`src/rtl/demux4_stream_if.sv`:
```
// demux4_stream_if: source-side handshake plus the four lane outputs of demux4_stream.
// master = environment side (drives the input word and lane o_ready),
// slave  = demux side (drives in_ready, lane registers, o_valid, acc_cnt).
interface demux4_stream_if #(
  parameter int unsigned WIDTH = 32
);
  localparam int unsigned CNT_W = 32;

  logic [WIDTH-1:0] in_data;
  logic             in_valid;
  logic             in_ready;
  logic [1:0]       sel;
  logic [WIDTH-1:0] o1;
  logic [WIDTH-1:0] o2;
  logic [WIDTH-1:0] o3;
  logic [WIDTH-1:0] o4;
  logic [3:0]       o_valid;
  logic [3:0]       o_ready;
  logic [CNT_W-1:0] acc_cnt;

  modport master (
    output in_data, in_valid, sel, o_ready,
    input  in_ready, o1, o2, o3, o4, o_valid, acc_cnt
  );

  modport slave (
    input  in_data, in_valid, sel, o_ready,
    output in_ready, o1, o2, o3, o4, o_valid, acc_cnt
  );
endinterface

```
`src/rtl/demux4_stream.sv`:
```
// demux4_stream: routes one input word stream to four independently stalling
// one-entry output lanes, counting accepted words.
// Optional build macro DEMUX4_RR_EN: ignore sel and target lanes in strict
// round-robin order via an internal 2-bit pointer that advances on accept.
module demux4_stream #(
  parameter int unsigned WIDTH = 32
) (
  input logic            clk,
  input logic            rst,
  demux4_stream_if.slave bus
);
  localparam int unsigned CNT_W = 32;

  logic [3:0][WIDTH-1:0] lane_q, lane_d;
  logic [3:0]            valid_q, valid_d;
  logic [CNT_W-1:0]      acc_q, acc_d;
  logic [1:0]            tgt;
  logic                  accept;

`ifdef DEMUX4_RR_EN
  logic [1:0] rr_q, rr_d;
  logic [1:0] unused_sel;

  assign unused_sel = bus.sel;
  assign tgt        = rr_q;

  // Round-robin pointer moves to the next lane only when a word is taken.
  always_comb begin
    rr_d = rr_q;
    if (accept) rr_d = rr_q + 2'd1;
  end

  // Pointer register.
  always_ff @(posedge clk) begin
    if (rst) rr_q <= 2'd0;
    else     rr_q <= rr_d;
  end
`else
  assign tgt = bus.sel;
`endif

  // Target lane can take a word when empty or when it drains this cycle.
  assign bus.in_ready = ~valid_q[tgt] | bus.o_ready[tgt];
  assign accept       = bus.in_valid & bus.in_ready;

  // Drain every consumed lane, then overlay the write so drain+write keeps valid high.
  always_comb begin
    lane_d  = lane_q;
    valid_d = valid_q & ~bus.o_ready;
    acc_d   = acc_q;
    if (accept) begin
      lane_d[tgt]  = bus.in_data;
      valid_d[tgt] = 1'b1;
      acc_d        = acc_q + CNT_W'(1);
    end
  end

  // Lane data, lane valid and accept counter registers.
  always_ff @(posedge clk) begin
    if (rst) begin
      lane_q  <= '0;
      valid_q <= 4'd0;
      acc_q   <= '0;
    end else begin
      lane_q  <= lane_d;
      valid_q <= valid_d;
      acc_q   <= acc_d;
    end
  end

  assign bus.o1      = lane_q[0];
  assign bus.o2      = lane_q[1];
  assign bus.o3      = lane_q[2];
  assign bus.o4      = lane_q[3];
  assign bus.o_valid = valid_q;
  assign bus.acc_cnt = acc_q;
endmodule

```
`src/flat_wrapper.sv`:
```
// flat-port wrapper written by rule: the top's interface ports become plain ports
module demux4_stream_flat 
#(
  parameter int unsigned WIDTH = 32
)
  (clk, rst, bus_in_data, bus_in_valid, bus_sel, bus_o_ready, bus_in_ready, bus_o1, bus_o2, bus_o3, bus_o4, bus_o_valid, bus_acc_cnt);
  demux4_stream_if #(.WIDTH(WIDTH)) bus_i ();
  input logic clk;
  input logic rst;
  input wire logic [$bits(bus_i.in_data)-1:0] bus_in_data;
  input wire logic [$bits(bus_i.in_valid)-1:0] bus_in_valid;
  input wire logic [$bits(bus_i.sel)-1:0] bus_sel;
  input wire logic [$bits(bus_i.o_ready)-1:0] bus_o_ready;
  output wire logic [$bits(bus_i.in_ready)-1:0] bus_in_ready;
  output wire logic [$bits(bus_i.o1)-1:0] bus_o1;
  output wire logic [$bits(bus_i.o2)-1:0] bus_o2;
  output wire logic [$bits(bus_i.o3)-1:0] bus_o3;
  output wire logic [$bits(bus_i.o4)-1:0] bus_o4;
  output wire logic [$bits(bus_i.o_valid)-1:0] bus_o_valid;
  output wire logic [$bits(bus_i.acc_cnt)-1:0] bus_acc_cnt;
  assign bus_i.in_data = bus_in_data;
  assign bus_i.in_valid = bus_in_valid;
  assign bus_i.sel = bus_sel;
  assign bus_i.o_ready = bus_o_ready;
  assign bus_in_ready = bus_i.in_ready;
  assign bus_o1 = bus_i.o1;
  assign bus_o2 = bus_i.o2;
  assign bus_o3 = bus_i.o3;
  assign bus_o4 = bus_i.o4;
  assign bus_o_valid = bus_i.o_valid;
  assign bus_acc_cnt = bus_i.acc_cnt;
  demux4_stream #(.WIDTH(WIDTH)) u_core (.clk(clk), .rst(rst), .bus(bus_i));
endmodule
```
`config.mk`:
```
export PLATFORM = sky130hd
export DESIGN_NAME = demux4_stream_flat
export DESIGN_NICKNAME = d
export VERILOG_FILES = /design/src/rtl/demux4_stream_if.sv /design/src/rtl/demux4_stream.sv /design/src/flat_wrapper.sv
export SDC_FILE = /design/constraint.sdc
export NUM_CORES = 1
export LEC_CHECK = 0
export BUFFER_PORTS_ARGS = -buffer_cell sky130_fd_sc_hd__buf_4
export CORE_MARGIN = 8
export CORE_UTILIZATION = 30
export DETAILED_ROUTE_END_ITERATION = 12
export GPL_TIMING_DRIVEN = 0
export HOLD_SLACK_MARGIN = 0.02
export PLACE_DENSITY_LB_ADDON = 0.1
export SLEW_MARGIN = 10
export SYNTH_ARGS = -nofsm -noshare
export SYNTH_HDL_FRONTEND = slang
export SYNTH_SLANG_ARGS = --single-unit
```
`constraint.sdc`:
```
create_clock -name clk -period 5.5 [get_ports clk]
set_input_delay 1.65 -clock clk [delete_from_list [all_inputs] [get_ports clk]]
set_output_delay 1.65 -clock clk [all_outputs]
set_load 0.1 [all_outputs]
```
==> impl_summary.log <==
INFO  metric hold_path_end = u_core.bus.o4[24]
INFO  metric p_leak = 3.47 nW
INFO  metric placementRows = 53
INFO  metric num_io_pins = between 200 and 250
INFO  metric ctsLongestPathBuffers = 2
INFO  metric fillers = approximately 2200
INFO  metric setup_tns = 0 ns
INFO  metric cts_hold_repair.buffers = 0
INFO  metric slew_headroom = 0.398
INFO  metric cap_violations = 0
INFO  metric worstSetupPathType = input port to primary output
INFO  metric drt_iter0_markers = ~290
INFO  metric worst-path-buf-inv = 4
INFO  metric post-dp-hpwl = approximately 17000 um
INFO  metric drt-wirelength-per-cell = 17.7 um
INFO  metric clkSinkCount = roughly 160
INFO  metric global_route_wire_length_before_repair = ~35000 um
INFO  metric critical_path_peak_fanout = 10
INFO  metric die_w = roughly 160 um
INFO  metric tritoncts = built
INFO  metric synth.yosys.seq_area_share = 0.520
INFO  metric dr.pass1.iters = 5
INFO  metric outcome = completed
INFO  metric netlist_area = between 6000 and 7000 um^2
INFO  metric grt_antenna_before_repair = 0
INFO  metric diodes = 0
INFO  metric timing.critical_path.slowest_cell_delay = ~0.50 ns
INFO  metric floorplan.initialDensity = 0.304
INFO  metric buffer_ports.inserted = between 200 and 250
INFO  metric synthesis.area_per_instance = about 8.0 um^2
INFO  metric ys_async_sr_fraction = 0
INFO  metric num-nets-final = about 1100
INFO  metric cts-root-buf = clkbuf_16
INFO  metric setup-violations-final = 0
INFO  metric drc_violation_count_after_routing = 0
INFO  metric critPathRequiredTime = around 3.9 ns
INFO  metric postLayoutCoreUtil = 0.422
INFO  metric grt.overflow.total = 0
INFO  metric worstSetupEndpointType = primary output
INFO  metric tightest_slew = about 0.90 ns
INFO  metric synth_ff_type = dfxtp_1
INFO  metric vdd_drop_max = just under 0.2 mV
INFO  metric rr_worst_depth = 6
INFO  metric ant_nets = 0
INFO  metric via_per_inst = ~4.8
INFO  metric largest_net_degree_at_the_start_of_global_routing = 19
INFO  metric cts-buffers-inserted = 17
INFO  metric wirelength = around 23000 um
INFO  metric post-route-min-period = ~4.6 ns
INFO  metric yosysWarnings = 0
INFO  metric post_cts_resize_count = 0
INFO  metric post-cts-setup-buffer-count = 0
INFO  metric route.vias.total = approximately 6200
INFO  metric drive_gt1_frac = 0.243
INFO  metric regToRegStartpoint = u_core.bus.acc_cnt[9]
INFO  metric synth_seq_cells = between 150 and 200
INFO  metric track_usage = 0.173
INFO  metric syn-instance-count = roughly 800
INFO  metric fp.dieH = 161 um
INFO  metric timing.critical_path.slowest_stage_cell = mux4_2
INFO  metric unrepaired_setup_endpoints_after_global_routing = no
INFO  metric clk-insertion-delay-late = about 0.43 ns
INFO  metric critical_path.cell_chain = buf_4, nor2b_1, mux4_2, buf_2, inv_2, buf_4
INFO  metric slack_of_the_worst_reg_to_reg_path = about 3.2 ns
INFO  metric number_of_slew_limit_violations_in_the_final_report = 0
INFO  metric holdCritStartpoint = u_core.bus.o4[24]
INFO  metric worstReg2RegEnd = u_core.bus.acc_cnt[24]
INFO  metric worstHoldPathType = flop to flop
INFO  metric pwr_per_cell_area = ~330 nW/um^2
INFO  metric flow.area_growth_from_synthesis = 38.9%
INFO  metric worst_endpoint_data_arrival_time = 2.91 ns
INFO  metric placeableCoreArea = between 20000 and 25000 um^2
INFO  metric finalCritPeriodShare = 0.830
INFO  metric crit_path_start_kind = input port
INFO  metric grt_pass1_vias = around 6100
INFO  metric number_of_endpoints_with_negative_hold_slack_in_the_final_report = 0
INFO  metric routabilityCongestion = about 0.74
INFO  metric distinct_cell_type_count_of_the_synthesized_netlist = 33
INFO  metric depth_of_the_worst_hold_timing_path = 2
INFO  metric number_of_enable_flip_flop_cells_after_synthesis = 0
INFO  metric crit_path_frequent_cell = buf_4
INFO  metric finalClockSkew = just under 0.02 ns
INFO  metric clk_transition_reported_paths = ~0.07 ns
INFO  metric h-tree-depth = 4
INFO  metric timing.critical_path.max_delay_family = buffers and inverters
INFO  metric fmax = ~220 MHz
INFO  metric fp.dieArea = 26000 um^2
INFO  metric post_synth_net_total = ~830
-- layer usage --
layer	global-route usage	up-vias	wire, um
met3	0.0598	16	1620
li1	-	3105	-
met2	0.275	153	10800
met5	0	-	0
met1	0.220	2915	10300
met4	0.0463	0	286
-- metrics by stage --
step	power, mW	setup slack, ns	hold slack [ns]	instance area [um^2]	cells
finish	2.89	0.936	0.458	8780	1299
global route	3.00	0.874	0.470	8780	1299
CTS	2.93	0.931	0.460	8780	1299
detailed placement	1.73	0.936	0.447	8180	1267
global placement	1.72	0.925	0.443	8180	1267
floorplan	1.59	1.06	0.885	6320	790
-- worst register-to-register path: cells and delay by family (launching register included) --
| kind | cells | cell delay (ns) |
|---|---|---|
| AND/OR/NAND/NOR | 3 | 0.79 |
| buffers and inverters | 2 | 0.63 |
| multiplexers | 1 | 0.36 |
| flip-flops | 1 | 0.41 |
-- registers in the layout, summed over array words and instances (netlist names) --
register            count
u_core.bus.acc_cnt     32
u_core.bus.o1          32
u_core.bus.o2          32
u_core.bus.o3          32
u_core.bus.o4          32
u_core.bus.o_valid      4
-- worst max-delay path by stage --
stage	end	start	slack (ns)	cells past startpoint
finish	bus_in_ready	bus_o_ready[3]	0.94	6
floorplan	bus_in_ready	bus_sel[1]	1.06	4
global placement	bus_in_ready	bus_o_ready[0]	0.92	6
CTS	bus_in_ready	bus_o_ready[0]	0.93	6
detailed placement	bus_in_ready	bus_o_ready[0]	0.94	6
global route	bus_in_ready	bus_o_ready[1]	0.87	6
-- Yosys cell counts, types with 5 or more instances --
| cell | count | area, um^2 |
|---|---|---|
| nand2b_1 | 5 | 31.3 |
| or3_1 | 6 | 37.5 |
| nor2_1 | 15 | 56.3 |
| nand3_1 | 12 | 60.1 |
| mux2_1 | 15 | 169 |
| clkbuf_1 | 50 | 188 |
| dfxtp_1 | 164 | 3280 |
| or4_1 | 14 | 105 |
| nand2_1 | 267 | 1000 |
| nand4_1 | 10 | 62.6 |
| a21oi_1 | 149 | 746 |
| nor2b_1 | 20 | 125 |
| and4_1 | 6 | 52.6 |
| o31ai_1 | 13 | 97.6 |
| nor4_1 | 10 | 62.6 |
-- cell usage in the layout (no fill, tap or decap), drive strengths merged --
cell type and count:
nor4b 1, o21ai 4, nor3b 1, inv 9, or3 6, and4 6
dfxtp 164, nor2 15, and3 3, nand2 267, o31ai 13, ha 1
mux2 15, nand2b 5, nor4 11, nand4 11, or2 1, nand3 13
buf 213, nor2b 20, and2 1, nor3 4, clkinv 5, clkbuf 68
a21oi 149, clkinvlp 2, mux4 1, or4 15
-- area by class of cell --
cell class                 count  area [um^2]  area share
sequential                   164         3280       0.374
multi-input combinational    563         2780       0.316
timing repair buffer         202         1520       0.173
clock buffer                  18          439      0.0500
tap                          275          344      0.0392
buffer                        61          253      0.0288
clock inverter                14          158      0.0180
inverter                       2         7.51    0.000855
-- power breakdown --
group | switching [mW] | leakage (nW) | total (mW) | internal, mW
registers | 0.0189 | 1.33 | 1.24 | 1.22
logic | 0.362 | 1.85 | 0.454 | 0.0913
clock network | 0.574 | 0.287 | 1.20 | 0.623
total | 0.955 | 3.47 | 2.89 | 1.93
-- logic make-up (layout without fill, tap and decap cells) --
kind of cell,Yosys count,count (layout),synth area share
buf+inv,63,297,0.0412
mux,16,16,0.0303
flops,164,164,0.520
simple gates,380,380,0.270
compound gates,166,166,0.137
fa+ha+maj,1,1,0.00198
Power figures use the tool's default switching activity.
